### config.mk
export PLATFORM = sky130hd
export DESIGN_NAME = hw16_to_w32_packer_flat
export DESIGN_NICKNAME = d
export VERILOG_FILES = /design/src/rtl/hw16_to_w32_packer_if.sv /design/src/rtl/hw16_to_w32_packer.sv /design/src/flat_wrapper.sv
export SDC_FILE = /design/constraint.sdc
export NUM_CORES = 1
export LEC_CHECK = 0
export BUFFER_PORTS_ARGS = -buffer_cell sky130_fd_sc_hd__buf_2
export CAP_MARGIN = 20
export CORE_MARGIN = 2
export CORE_UTILIZATION = 57
export CTS_CLUSTER_DIAMETER = 30
export DETAILED_ROUTE_END_ITERATION = 10
export PLACE_DENSITY_LB_ADDON = 0.2
export SLEW_MARGIN = 20
export SYNTH_ARGS = -nofsm -noshare
export SYNTH_HDL_FRONTEND = slang
export SYNTH_SLANG_ARGS = --single-unit
export TNS_END_PERCENT = 50
### constraint.sdc
create_clock -name Clk -period 8.1 [get_ports Clk]
set_input_delay 1.62 -clock Clk [delete_from_list [all_inputs] [get_ports Clk]]
set_output_delay 1.62 -clock Clk [all_outputs]
set_load 0.05 [all_outputs]
### src/rtl/hw16_to_w32_packer_if.sv
// Halfword stream in, 32-bit RAM write port out, plus consumer/producer pointers.
// The packer uses the slave modport; the stream producer uses the master modport.
interface hw16_to_w32_packer_if #(
    parameter int unsigned WA_W  = 9,
    parameter int unsigned PTR_W = 11
);
    logic [15:0]      IN_DATA;
    logic             IN_VALID;
    logic             IN_READY;
    logic             FLUSH;
    logic [PTR_W-1:0] RD_PTR;
    logic [WA_W-1:0]  WA;
    logic [31:0]      WD;
    logic [3:0]       WEN;
    logic             WClk_En;
    logic [PTR_W-1:0] WR_PTR;
    logic             PENDING;

    modport master (
        output IN_DATA, IN_VALID, FLUSH, RD_PTR,
        input  IN_READY, WA, WD, WEN, WClk_En, WR_PTR, PENDING
    );

    modport slave (
        input  IN_DATA, IN_VALID, FLUSH, RD_PTR,
        output IN_READY, WA, WD, WEN, WClk_En, WR_PTR, PENDING
    );
endinterface

### src/rtl/hw16_to_w32_packer.sv
// Packs a 16-bit halfword stream low-then-high into 32-bit RAM writes,
// with byte-enable partial writes on flush and read-pointer back-pressure.
module hw16_to_w32_packer #(
    parameter int unsigned WA_W  = 9,
    parameter int unsigned PTR_W = 11
) (
    input  logic                   Clk,
    input  logic                   Rst,
    hw16_to_w32_packer_if.slave    bus
);
    typedef enum logic [1:0] {
        StEmpty = 2'd0,
        StHeld  = 2'd1,
        StUpper = 2'd2
    } state_e;

    state_e           r_state;
    state_e           w_state_nxt;
    logic [PTR_W-1:0] r_acc_ptr;
    logic [PTR_W-1:0] w_acc_ptr_nxt;
    logic [PTR_W-1:0] r_wr_ptr;
    logic [PTR_W-1:0] w_wr_ptr_nxt;
    logic [WA_W-1:0]  r_wa_cnt;
    logic [WA_W-1:0]  w_wa_cnt_nxt;
    logic [15:0]      r_lo_hold;
    logic [15:0]      w_lo_hold_nxt;

    logic [WA_W-1:0]  r_wa;
    logic [WA_W-1:0]  w_wa_nxt;
    logic [31:0]      r_wd;
    logic [31:0]      w_wd_nxt;
    logic [3:0]       r_wen;
    logic [3:0]       w_wen_nxt;
    logic             r_wclk_en;
    logic             w_wclk_en_nxt;

    logic [PTR_W-1:0] w_fill;
    logic             w_in_ready;
    logic             w_xfer;

    // Fill level below half the pointer range (1024 halfwords) means space is free.
    assign w_fill     = r_acc_ptr - bus.RD_PTR;
    assign w_in_ready = !Rst && !w_fill[PTR_W-1];
    assign w_xfer     = bus.IN_VALID && w_in_ready;

    always_comb begin
        w_state_nxt   = r_state;
        w_acc_ptr_nxt = r_acc_ptr;
        w_wr_ptr_nxt  = r_wr_ptr;
        w_wa_cnt_nxt  = r_wa_cnt;
        w_lo_hold_nxt = r_lo_hold;
        w_wa_nxt      = r_wa;
        w_wd_nxt      = r_wd;
        w_wen_nxt     = 4'b0000;
        w_wclk_en_nxt = 1'b0;

        if (w_xfer) begin
            w_acc_ptr_nxt = r_acc_ptr + PTR_W'(1);
        end

        unique case (r_state)
            StEmpty: begin
                if (w_xfer) begin
                    w_lo_hold_nxt = bus.IN_DATA;
                    w_state_nxt   = StHeld;
                end
            end
            StHeld: begin
                if (w_xfer) begin
                    w_wd_nxt      = {bus.IN_DATA, r_lo_hold};
                    w_wen_nxt     = 4'b1111;
                    w_wa_nxt      = r_wa_cnt;
                    w_wclk_en_nxt = 1'b1;
                    w_wa_cnt_nxt  = r_wa_cnt + WA_W'(1);
                    w_wr_ptr_nxt  = r_wr_ptr + PTR_W'(2);
                    w_state_nxt   = StEmpty;
                end
            end
            StUpper: begin
                if (w_xfer) begin
                    w_wd_nxt      = {bus.IN_DATA, bus.IN_DATA};
                    w_wen_nxt     = 4'b1100;
                    w_wa_nxt      = r_wa_cnt;
                    w_wclk_en_nxt = 1'b1;
                    w_wa_cnt_nxt  = r_wa_cnt + WA_W'(1);
                    w_wr_ptr_nxt  = r_wr_ptr + PTR_W'(1);
                    w_state_nxt   = StEmpty;
                end
            end
            default: begin
                w_state_nxt = StEmpty;
            end
        endcase

        // Flush only acts when a halfword is left holding, so it never collides with a write.
        if (bus.FLUSH && (w_state_nxt == StHeld)) begin
            w_wd_nxt      = {w_lo_hold_nxt, w_lo_hold_nxt};
            w_wen_nxt     = 4'b0011;
            w_wa_nxt      = r_wa_cnt;
            w_wclk_en_nxt = 1'b1;
            w_wr_ptr_nxt  = r_wr_ptr + PTR_W'(1);
            w_state_nxt   = StUpper;
        end
    end

    always_ff @(posedge Clk) begin
        if (Rst) begin
            r_state   <= StEmpty;
            r_acc_ptr <= '0;
            r_wr_ptr  <= '0;
            r_wa_cnt  <= '0;
            r_lo_hold <= '0;
            r_wa      <= '0;
            r_wd      <= '0;
            r_wen     <= 4'b0000;
            r_wclk_en <= 1'b0;
        end else begin
            r_state   <= w_state_nxt;
            r_acc_ptr <= w_acc_ptr_nxt;
            r_wr_ptr  <= w_wr_ptr_nxt;
            r_wa_cnt  <= w_wa_cnt_nxt;
            r_lo_hold <= w_lo_hold_nxt;
            r_wa      <= w_wa_nxt;
            r_wd      <= w_wd_nxt;
            r_wen     <= w_wen_nxt;
            r_wclk_en <= w_wclk_en_nxt;
        end
    end

    assign bus.IN_READY = w_in_ready;
    assign bus.WA       = r_wa;
    assign bus.WD       = r_wd;
    assign bus.WEN      = r_wen;
    assign bus.WClk_En  = r_wclk_en;
    assign bus.WR_PTR   = r_wr_ptr;
    assign bus.PENDING  = (r_state == StHeld);
endmodule

### src/flat_wrapper.sv
// flat-port wrapper written by rule: the top's interface ports become plain ports
module hw16_to_w32_packer_flat 
#(
    parameter int unsigned WA_W  = 9,
    parameter int unsigned PTR_W = 11
)
  (Clk, Rst, bus_IN_DATA, bus_IN_VALID, bus_FLUSH, bus_RD_PTR, bus_IN_READY, bus_WA, bus_WD, bus_WEN, bus_WClk_En, bus_WR_PTR, bus_PENDING);
  hw16_to_w32_packer_if #(.WA_W(WA_W), .PTR_W(PTR_W)) bus_i ();
  input  logic Clk;
  input  logic Rst;
  input wire logic [$bits(bus_i.IN_DATA)-1:0] bus_IN_DATA;
  input wire logic [$bits(bus_i.IN_VALID)-1:0] bus_IN_VALID;
  input wire logic [$bits(bus_i.FLUSH)-1:0] bus_FLUSH;
  input wire logic [$bits(bus_i.RD_PTR)-1:0] bus_RD_PTR;
  output wire logic [$bits(bus_i.IN_READY)-1:0] bus_IN_READY;
  output wire logic [$bits(bus_i.WA)-1:0] bus_WA;
  output wire logic [$bits(bus_i.WD)-1:0] bus_WD;
  output wire logic [$bits(bus_i.WEN)-1:0] bus_WEN;
  output wire logic [$bits(bus_i.WClk_En)-1:0] bus_WClk_En;
  output wire logic [$bits(bus_i.WR_PTR)-1:0] bus_WR_PTR;
  output wire logic [$bits(bus_i.PENDING)-1:0] bus_PENDING;
  assign bus_i.IN_DATA = bus_IN_DATA;
  assign bus_i.IN_VALID = bus_IN_VALID;
  assign bus_i.FLUSH = bus_FLUSH;
  assign bus_i.RD_PTR = bus_RD_PTR;
  assign bus_IN_READY = bus_i.IN_READY;
  assign bus_WA = bus_i.WA;
  assign bus_WD = bus_i.WD;
  assign bus_WEN = bus_i.WEN;
  assign bus_WClk_En = bus_i.WClk_En;
  assign bus_WR_PTR = bus_i.WR_PTR;
  assign bus_PENDING = bus_i.PENDING;
  hw16_to_w32_packer #(.WA_W(WA_W), .PTR_W(PTR_W)) u_core (.Clk(Clk), .Rst(Rst), .bus(bus_i));
endmodule
==> results.py, run 1 <==
metrics = {
    "drt": {
        "drc_errors": 0,
        "drtAntennaViolNets": 0,
        "vias_per_cell": 5.57,
        "drt-initial-drc-count": 178,
        "firstDrtPassIters": 4,
        "wl_per_cell_microns": 14.6,
        "drt-total-wl_mm": 9.62,
        "vias": 3685,
    },
    "placed_design": {
        "placed_cells_incl_taps": 645,
        "io_buffers": 89,
        "place_congestion": 0.801,
        "hpwl_mm": 6.45,
        "place_area_sq_um": 4860,
    },
    "synth": {
        "synth_xor_area_frac": 0.0356,
        "synth-adder-area-share": 0.0508,
        "synth_enable_flop_cells": 0,
        "avgSynthCellArea_sq_um": 9.19,
        "synthArstFlopShare": 0,
        "synth_top_family_by_area": "simple AND/OR/NAND/NOR gates",
        "synth-warning-count": 0,
        "synth_cell_type_count": 55,
        "yosys.area_share.simple": 0.159,
        "synth_mux_area_frac": 0.136,
        "yosysSeqAreaShare": 0.420,
        "syn_inst": 482,
        "synth-main-ff-cell": "dfxtp_1",
        "synth-seq-cells": 93,
        "synth_compound_area_frac": 0.146,
        "netlist_area_sq_um": 4430,
        "synth_nets": 531,
    },
    "worst_setup_path": {
        "end_kind": "flip-flop",
        "cpMostUsedCell": "or2_1",
        "worstSetupStartpointType": "input pin",
        "cpLargestDelayFamily": "simple AND/OR/NAND/NOR gates",
        "crit_slowest_cell": "nor3_4",
        "worstPathArrival_ps": 5530,
        "max_stage_delay_ps": 950,
        "crit_buf_inv": 2,
        "crit_chain": "buf_2 -> inv_1 -> ha_1 -> a211oi_1 -> nor2_1 -> nor3_2 -> a2111oi_2 -> or2_1 -> nor3_4 -> or2_1 -> mux2i_1 -> a21oi_1",
        "path_class": "in -> reg",
        "worstPathMaxFanout": 18,
        "required_ps": 8330,
    },
    "floorplan": {
        "num_rows": 32,
        "pin_count": 90,
        "start_util": 0.579,
        "core_area_sq_um": 7650,
        "dieArea_sq_um": 8490,
        "die_x_microns": 92.2,
        "die_h_microns": 92.2,
    },
    "final_layout": {
        "fill_cells": 644,
        "antenna_cells": 0,
        "design_area_sq_um": 5090,
        "drive_above_1_share": 0.220,
        "syn_to_final_growth_pct": 14.9,
        "layout.nets": 603,
        "post-route-util": 0.666,
        "fin_cells": 661,
    },
    "global_route": {
        "grt_antenna_before_repair": 0,
        "grt_overflow": 0,
        "grt_use_total": 0.234,
        "grt_first_pass_wirelength_mm": 16.1,
        "grt_start_max_net_pins": 84,
        "grt_pass1_vias": 3525,
    },
    "cts": {
        "cts_tree": "built",
        "clk_latency_ps": 370,
        "ctsResizeCount": 0,
        "cts_buffers": 9,
        "clockBufferDepth": 2,
        "holdBufCountCts": 0,
        "cts_root_buf": "clkbuf_8",
        "clkSinkCount": 93,
        "post-cts-setup-buffer-count": 0,
        "clk_pin_slew_ps": 100,
        "h-tree-depth": 3,
    },
    "timing": {
        "hold_violations": 0,
        "fmax_mhz": 189,
        "clock_skew_ps": 10.2,
        "slew_headroom": 0.292,
        "finalCriticalPeriod_ps": 5300,
        "whs_ps": 499,
        "fin_setup_tns_ps": 0,
        "setup_viol": 0,
        "worst_pin_slew_ps": 1060,
        "finalMaxSlewViolations": 0,
        "period_share": 0.654,
        "grt_setup_unrepaired": "false",
    },
    "power": {
        "p_leak_nw": 2.21,
        "ir_drop_v": 0.000128,
        "pwr_density_cell_nw_per_um2": 211,
    },
    "worst_hold_path": {
        "hp-class": "reg -> reg",
    },
    "run": {
        "maxCapViolations": 0,
    },
    "status": {
        "outcome": "finished, final reports clean",
    },
}
## power breakdown
| part | internal [mW] | total, mW | switching (mW) |
|---|---|---|---|
| Clock | 0.163 | 0.340 | 0.177 |
| Sequential | 0.485 | 0.503 | 0.0176 |
| Combinational | 0.0616 | 0.231 | 0.169 |
## cell families after synthesis
| kind of cell | Yosys count |
|---|---|
| simple gates | 145 |
| xor+xnor | 18 |
| flops | 93 |
| mux | 60 |
| fa+ha+maj | 18 |
| buf+inv | 49 |
| compound gates | 99 |
## final cells by class
class	count	area, sq um	share of cell area
Multi-Input combinational cell	340	2360	0.463
Clock buffer	11	151	0.0297
Clock inverter	5	65.1	0.0128
Sequential cell	93	1860	0.366
Tap cell	102	128	0.0251
Inverter	20	75.1	0.0147
Timing Repair Buffer	90	453	0.0890
## sequential cells by signal, indices dropped and copies added (netlist names)
signal,cells
u_core.bus.WR_PTR,11
u_core.r_wa_cnt,9
u_core.r_state,2
u_core.bus.WClk_En,1
u_core.r_acc_ptr,11
u_core.bus.WEN,2
u_core.r_lo_hold,16
u_core.bus.WD,32
u_core.bus.WA,9
## worst paths after layout
| path | from | end | slack, ps | cells past startpoint |
|---|---|---|---|---|
| max | bus_RD_PTR[7] | u_core.bus.WD[11] | 2800 | 12 |
| min | u_core.bus.WA[0] | u_core.bus.WA[0] | 500 | 2 |
| max reg2reg | u_core.r_acc_ptr[7] | u_core.bus.WD[11] | 3740 | 10 |
| min reg2reg | u_core.bus.WA[0] | u_core.bus.WA[0] | 500 | 2 |
## metal layers
layer	routed length [microns]	global-route usage	vias to the layer above
li1	-	-	1849
met1	4400	0.299	1737
met2	4590	0.391	86
met3	464	0.0485	13
met4	174	0.0846	0
met5	0	0	-
## Yosys cell counts (3+ instances only)
library cell	count	area, sq um
dfxtp_1	93	1860
nor2_1	67	251
mux2i_1	57	571
a21oi_1	29	145
o21ai_0	25	125
nand2_1	22	82.6
inv_1	20	75.1
ha_1	18	225
a211oi_1	17	128
clkbuf_1	14	52.6
xor2_1	11	96.3
nand4_1	9	56.3
buf_2	7	35.0
or3_1	7	43.8
xnor2_1	7	61.3
nand3_1	6	30.0
nor3_1	6	30.0
buf_4	5	37.5
and2_1	4	25.0
and3_1	4	25.0
a21o_1	3	22.5
a31oi_1	3	18.8
and4_1	3	26.3
mux2_1	3	33.8
nor2b_1	3	18.8
o311ai_0	3	26.3
o41ai_1	3	26.3
or2_2	3	18.8
## through the flow
step / total power, mW / worst slack, ps
final: 1.07 / 2800
after global placement: 0.738 / 2460
after detailed placement: 0.742 / 2360
after global routing: 1.12 / 2480
after floorplan: 0.692 / 3260
after CTS: 1.07 / 2730
## worst register-to-register path, stage by stage (launching register included)
cell and delay, ps:
dfxtp_1 430, ha_1 280, a211oi_1 230, nor2_1 110, nor3_2 240, a2111oi_2 110, or2_1 630, nor3_4 960
or2_1 840, mux2i_1 290, a21oi_1 90
## cell usage in the layout (no fill, tap or decap), types with 6 or more instances in the layout
| cell type | synthesis | layout |
|---|---|---|
| xor2_1 | 11 | 11 |
| inv_1 | 20 | 20 |
| ha_1 | 18 | 18 |
| xnor2_1 | 7 | 7 |
| clkbuf_8 | 0 | 11 |
| nand3_1 | 6 | 6 |
| nor3_1 | 6 | 6 |
| a21oi_1 | 29 | 29 |
| mux2i_1 | 57 | 57 |
| o21ai_0 | 25 | 25 |
| a211oi_1 | 17 | 17 |
| nand2_1 | 22 | 22 |
| nor2_1 | 67 | 67 |
| nand4_1 | 9 | 9 |
| or3_1 | 7 | 7 |
| dfxtp_1 | 93 | 93 |
| buf_2 | 7 | 89 |
No activity file was read; power rests on OpenSTA's default activity.
==> inputs of run 2 (changes only) <==
CORE_UTILIZATION = 55   (was 57)
clock period = 5 ns   (was 8.1 ns; I/O delays follow)
==> results.py, run 2 (synthesized netlist as in run 1, its figures left out) <==
metrics = {
    "cts": {
        "clk_pin_slew_ps": 80,
        "holdBufCountCts": 0,
        "clk_latency_ps": 360,
        "clkSinkCount": 93,
        "ctsResizeCount": 0,
        "cts_tree": "built",
        "post-cts-setup-buffer-count": 0,
        "clockBufferDepth": 2,
        "cts_root_buf": "clkbuf_8",
        "h-tree-depth": 3,
        "cts_buffers": 9,
    },
    "power": {
        "ir_drop_v": 0.000229,
        "pwr_density_cell_nw_per_um2": 351,
        "power.total_mw": 1.81,
        "p_leak_nw": 2.24,
    },
    "floorplan": {
        "core_area_sq_um": 7770,
        "num_rows": 32,
        "die_x_microns": 93.8,
        "dieArea_sq_um": 8790,
        "die_h_microns": 93.8,
        "pin_count": 90,
        "start_util": 0.570,
    },
    "placed_design": {
        "post-place-ws_ps": 988,
        "io_buffers": 89,
        "place_congestion": 0.805,
        "hpwl_mm": 6.53,
        "placed_cells_incl_taps": 649,
    },
    "drt": {
        "drt-total-wl_mm": 9.85,
        "vias": 3722,
        "firstDrtPassIters": 4,
        "wl_per_cell_microns": 14.8,
        "drtAntennaViolNets": 0,
        "vias_per_cell": 5.60,
        "drc_errors": 0,
        "drt-initial-drc-count": 125,
    },
    "timing": {
        "fin_setup_tns_ps": 0,
        "setup_viol": 0,
        "period_share": 0.777,
        "grt_setup_unrepaired": "false",
        "hold_violations": 0,
        "finalCriticalPeriod_ps": 3880,
        "clock_skew_ps": 8.32,
        "fin_ws_ps": 1120,
        "finalMaxSlewViolations": 0,
        "worst_pin_slew_ps": 995,
        "fmax_mhz": 257,
        "slew_headroom": 0.337,
    },
    "worst_setup_path": {
        "worstPathArrival_ps": 2880,
        "startpoint": "bus_RD_PTR[7]",
        "end_kind": "output port",
        "required_ps": 4000,
        "worstPathMaxFanout": 3,
        "r2r-start": "u_core.r_acc_ptr[7]",
        "path_class": "in -> out",
        "worstSetupStartpointType": "input pin",
    },
    "final_layout": {
        "drive_above_1_share": 0.224,
        "fill_cells": 656,
        "fin_cells": 665,
        "regArea_sq_um": 1860,
        "most-common-layout-cells": "dfxtp_1 (93), buf_2 (89), nor2_1 (67), mux2i_1 (57), a21oi_1 (29)",
        "multi_input_area_sq_um": 2350,
        "final_common_cell": "dfxtp_1",
        "antenna_cells": 0,
        "syn_to_final_growth_pct": 16.1,
        "layout.nets": 607,
        "largest_reg_flops": 32,
    },
    "global_route": {
        "grt_overflow": 0,
        "grt_start_max_net_pins": 49,
        "grt_antenna_before_repair": 0,
        "grt_pass1_vias": 3551,
        "grt_use_total": 0.231,
        "grt_first_pass_wirelength_mm": 16.2,
    },
    "worst_hold_path": {
        "hp-class": "reg -> reg",
        "hold_start": "u_core.bus.WA[3]",
    },
    "status": {
        "outcome": "finished, final reports clean",
    },
    "run": {
        "maxCapViolations": 0,
    },
}
## run 2: cell types whose count changed in the layout (fill, tap and decap cells not counted), sizes merged
cell | previous run | this run
buf | 90 | 94
bufinv | 1 | 3
inv | 22 | 20
## run 2: where the power goes
| part | switching, mW | internal [mW] |
|---|---|---|
| Combinational | 0.276 | 0.102 |
| Sequential | 0.0281 | 0.786 |
| Clock | 0.266 | 0.348 |
| Total | 0.570 | 1.24 |
## run 2: routing by layer
metal,global-route usage,share of wire,up-vias
li1,-,-,1865
met3,0.0586,0.060,8
met5,0,0,-
met4,0.0773,0.011,0
met2,0.388,0.47,89
met1,0.288,0.46,1760
## run 2: worst max-delay path, cell delays in order
cell      delay, ps
buf_2            80
inv_1            40
ha_1            300
a211oi_1        220
nor2_1          100
or3_4           390
nor3_1          230
o21ai_0         160
inv_1           100
buf_2           260
## run 2: worst paths after layout
| kind | end | slack [ps] | depth (start not counted) |
|---|---|---|---|
| max | bus_IN_READY | 1120 | 10 |
| max reg2reg | u_core.bus.WD[8] | 1730 | 10 |
| min | u_core.bus.WA[3] | 500 | 2 |
| min reg2reg | u_core.bus.WA[3] | 500 | 2 |
## run 2: stage by stage
step	area (sq um)	utilization	hold slack [ps]
6_report	5140	0.662	497
3_5_place_dp	4890	0.629	483
3_3_place_gp	4890	0.629	472
5_1_grt	5140	0.662	529
2_1_floorplan	4430	-	466
4_1_cts	5140	0.661	501
## run 2: cell type report
type | instances | area share
timing repair buffer | 94 | 0.0939
tap | 102 | 0.0248
clock inverter | 5 | 0.0209
sequential | 93 | 0.362
multi-input combinational | 340 | 0.456
inverter | 20 | 0.0146
clock buffer | 11 | 0.0275
==> inputs of run 3 (changes only) <==
ABC_AREA = 1   (was default)
CORE_UTILIZATION = 57   (was 55)
clock period = 3.7 ns   (was 5 ns; I/O delays follow)
==> results.py, run 3 <==
metrics = {
    "status": {
        "outcome": "finished, final reports clean",
    },
    "global_route": {
        "grt_first_pass_wirelength_mm": 20.2,
        "grt_antenna_before_repair": 0,
        "grt_use_total": 0.248,
        "grt_start_max_net_pins": 68,
        "grt_overflow": 0,
        "grt_pass1_vias": 4653,
    },
    "worst_hold_path": {
        "hp-class": "reg -> reg",
        "min_to": "u_core.r_wa_cnt[7]",
        "min_path_cells": 1,
        "hold_start": "u_core.r_wa_cnt[7]",
    },
    "worst_setup_path": {
        "path_class": "in -> reg",
        "r2r-end": "u_core.bus.WD[20]",
        "worstPathMaxFanout": 23,
        "r2r-start": "u_core.r_acc_ptr[9]",
        "end_kind": "flip-flop",
        "startpoint": "bus_RD_PTR[5]",
        "reg2reg_depth": 16,
        "worstSetupStartpointType": "input pin",
        "regToRegSetupSlack_ps": 720,
        "required_ps": 3990,
        "worstPathArrival_ps": 3420,
    },
    "cts": {
        "cts_tree": "built",
        "cts_root_buf": "clkbuf_8",
        "clockBufferDepth": 2,
        "h-tree-depth": 3,
        "holdBufCountCts": 0,
        "ctsResizeCount": 0,
        "clk_pin_slew_ps": 90,
        "post-cts-setup-buffer-count": 0,
        "clk_latency_ps": 360,
        "clkSinkCount": 93,
        "cts_buffers": 9,
    },
    "timing": {
        "whs_ps": 433,
        "worst_pin_slew_ps": 666,
        "period_share": 0.846,
        "finalMaxSlewViolations": 0,
        "fin_setup_tns_ps": 0,
        "hold_violations": 0,
        "setup_viol": 0,
        "slew_headroom": 0.556,
        "fmax_mhz": 320,
        "finalCriticalPeriod_ps": 3130,
        "grt_setup_unrepaired": "false",
        "clock_skew_ps": 9.08,
        "fin_ws_ps": 571,
    },
    "floorplan": {
        "die_x_microns": 99.2,
        "core_area_sq_um": 8760,
        "dieArea_sq_um": 9850,
        "pin_count": 90,
        "start_util": 0.590,
        "die_h_microns": 99.2,
        "num_rows": 34,
    },
    "synth": {
        "synth_top_area_frac": 0.360,
        "synth_cell_type_count": 32,
        "synth_nets": 857,
        "synth-warning-count": 0,
        "synth-seq-cells": 93,
        "avgSynthCellArea_sq_um": 6.40,
        "syn_inst": 808,
        "synthArstFlopShare": 0,
        "yosysTopAreaCell": "dfxtp_1",
        "synth_area_leaders": "dfxtp_1 (36%), nand2_1 (15%), nor2_1 (11%), inv_1 (9.2%), a21oi_1 (4.6%)",
        "yosysMostFrequentCell": "nand2_1",
        "synth_enable_flop_cells": 0,
        "synth-main-ff-cell": "dfxtp_1",
        "yosysSeqAreaShare": 0.360,
        "yosys-top-cells-count": "nand2_1 (200), nor2_1 (157), inv_1 (126)",
        "netlist_area_sq_um": 5170,
    },
    "drt": {
        "vias": 4959,
        "firstDrtPassIters": 5,
        "drt-initial-drc-count": 226,
        "drt-total-wl_mm": 11.8,
        "vias_per_cell": 4.98,
        "drtAntennaViolNets": 0,
        "wl_per_cell_microns": 11.9,
        "drc_errors": 0,
    },
    "power": {
        "swShare": 0.358,
        "power.internal_mw": 1.56,
        "p_clk_frac": 0.278,
        "pwr_density_cell_nw_per_um2": 416,
        "power_frac_comb": 0.263,
        "power.total_mw": 2.43,
        "ir_drop_v": 0.000204,
        "p_seq_frac": 0.459,
        "p_switching_mw": 0.868,
        "p_leak_nw": 3.12,
    },
    "final_layout": {
        "most-common-layout-cells": "nand2_1 (200), nor2_1 (157), inv_1 (125), dfxtp_1 (93), buf_2 (89)",
        "regArea_sq_um": 1860,
        "layout.nets": 932,
        "post-route-util": 0.666,
        "multi_input_area_sq_um": 2650,
        "syn_to_final_growth_pct": 12.9,
        "largest_reg_flops": 32,
        "fin_cells": 995,
        "final_common_cell": "nand2_1",
        "antenna_cells": 0,
        "drive_above_1_share": 0.140,
        "fill_cells": 830,
        "design_area_sq_um": 5830,
    },
    "placed_design": {
        "place_congestion": 0.820,
        "post-place-ws_ps": 226,
        "hpwl_mm": 8.43,
        "io_buffers": 89,
        "place_area_sq_um": 5650,
        "placed_cells_incl_taps": 980,
    },
    "run": {
        "maxCapViolations": 0,
    },
}
## run 3: cell types whose count changed in the layout (fill, tap and decap cells not counted), moves of 6 or more
cell | before | now
o21ai_0 | 25 | 45
mux2i_1 | 57 | 1
inv_1 | 20 | 125
nand2_1 | 22 | 200
o21a_1 | 1 | 17
nand4_1 | 9 | 3
nor3_1 | 6 | 12
or3_1 | 7 | 0
nand3_1 | 6 | 17
a21oi_1 | 29 | 47
a211oi_1 | 17 | 0
nor2_1 | 67 | 157
## run 3: kinds of logic after synthesis
group                    share of synthesized area
AO/OA/AOI/OAI                                0.121
XOR/XNOR                                    0.0305
adder cells (fa/ha/maj)                     0.0436
buffers and inverters                        0.128
flip-flops                                   0.360
multiplexers                               0.00194
AND/OR/NAND/NOR                              0.315
## run 3: cell type report
type	instances	share of cell area
Multi-Input combinational cell	554	0.454
Sequential cell	93	0.319
Inverter	127	0.0817
Tap cell	108	0.0232
Timing Repair Buffer	98	0.0901
Clock inverter	5	0.0105
Clock buffer	10	0.0219
## run 3: worst max-delay path, stage by stage
cell     delay (ps)
buf_2            80
inv_1            30
ha_1            300
nand2_1          90
inv_1            40
nand2_1          60
nand2_1          60
nand2_1          80
nand3_1         120
a21oi_2         170
nand3_2         170
nand2_1         130
nand2_1          90
inv_1           100
nand2_2         190
nand2_1         160
nand3_4         240
buf_4           300
nand2_1          80
nand2_1          50
nor2_1          120
## run 3: worst max path at each step
stage	slack (ps)	to
2_1_floorplan	940	u_core.bus.WR_PTR[1]
3_3_place_gp	400	u_core.bus.WD[14]
3_5_place_dp	230	u_core.bus.WD[20]
4_1_cts	600	u_core.bus.WD[20]
5_1_grt	260	u_core.bus.WD[4]
6_report	570	u_core.bus.WD[20]
## run 3: power groups by stage
stage / clock network [mW] / registers (mW) / logic, mW
floorplan: 0 / 1.33 / 0.309
global placement: 0 / 1.13 / 0.622
detailed placement: 0 / 1.14 / 0.639
CTS: 0.689 / 1.11 / 0.642
global route: 0.723 / 1.12 / 0.710
finish: 0.674 / 1.11 / 0.639
## run 3: per-layer routing
metal / global-route usage / routed length, microns
met3: 0.0429 / 612
met2: 0.423 / 5680
met1: 0.316 / 5360
met5: 0 / 0
met4: 0.0927 / 192
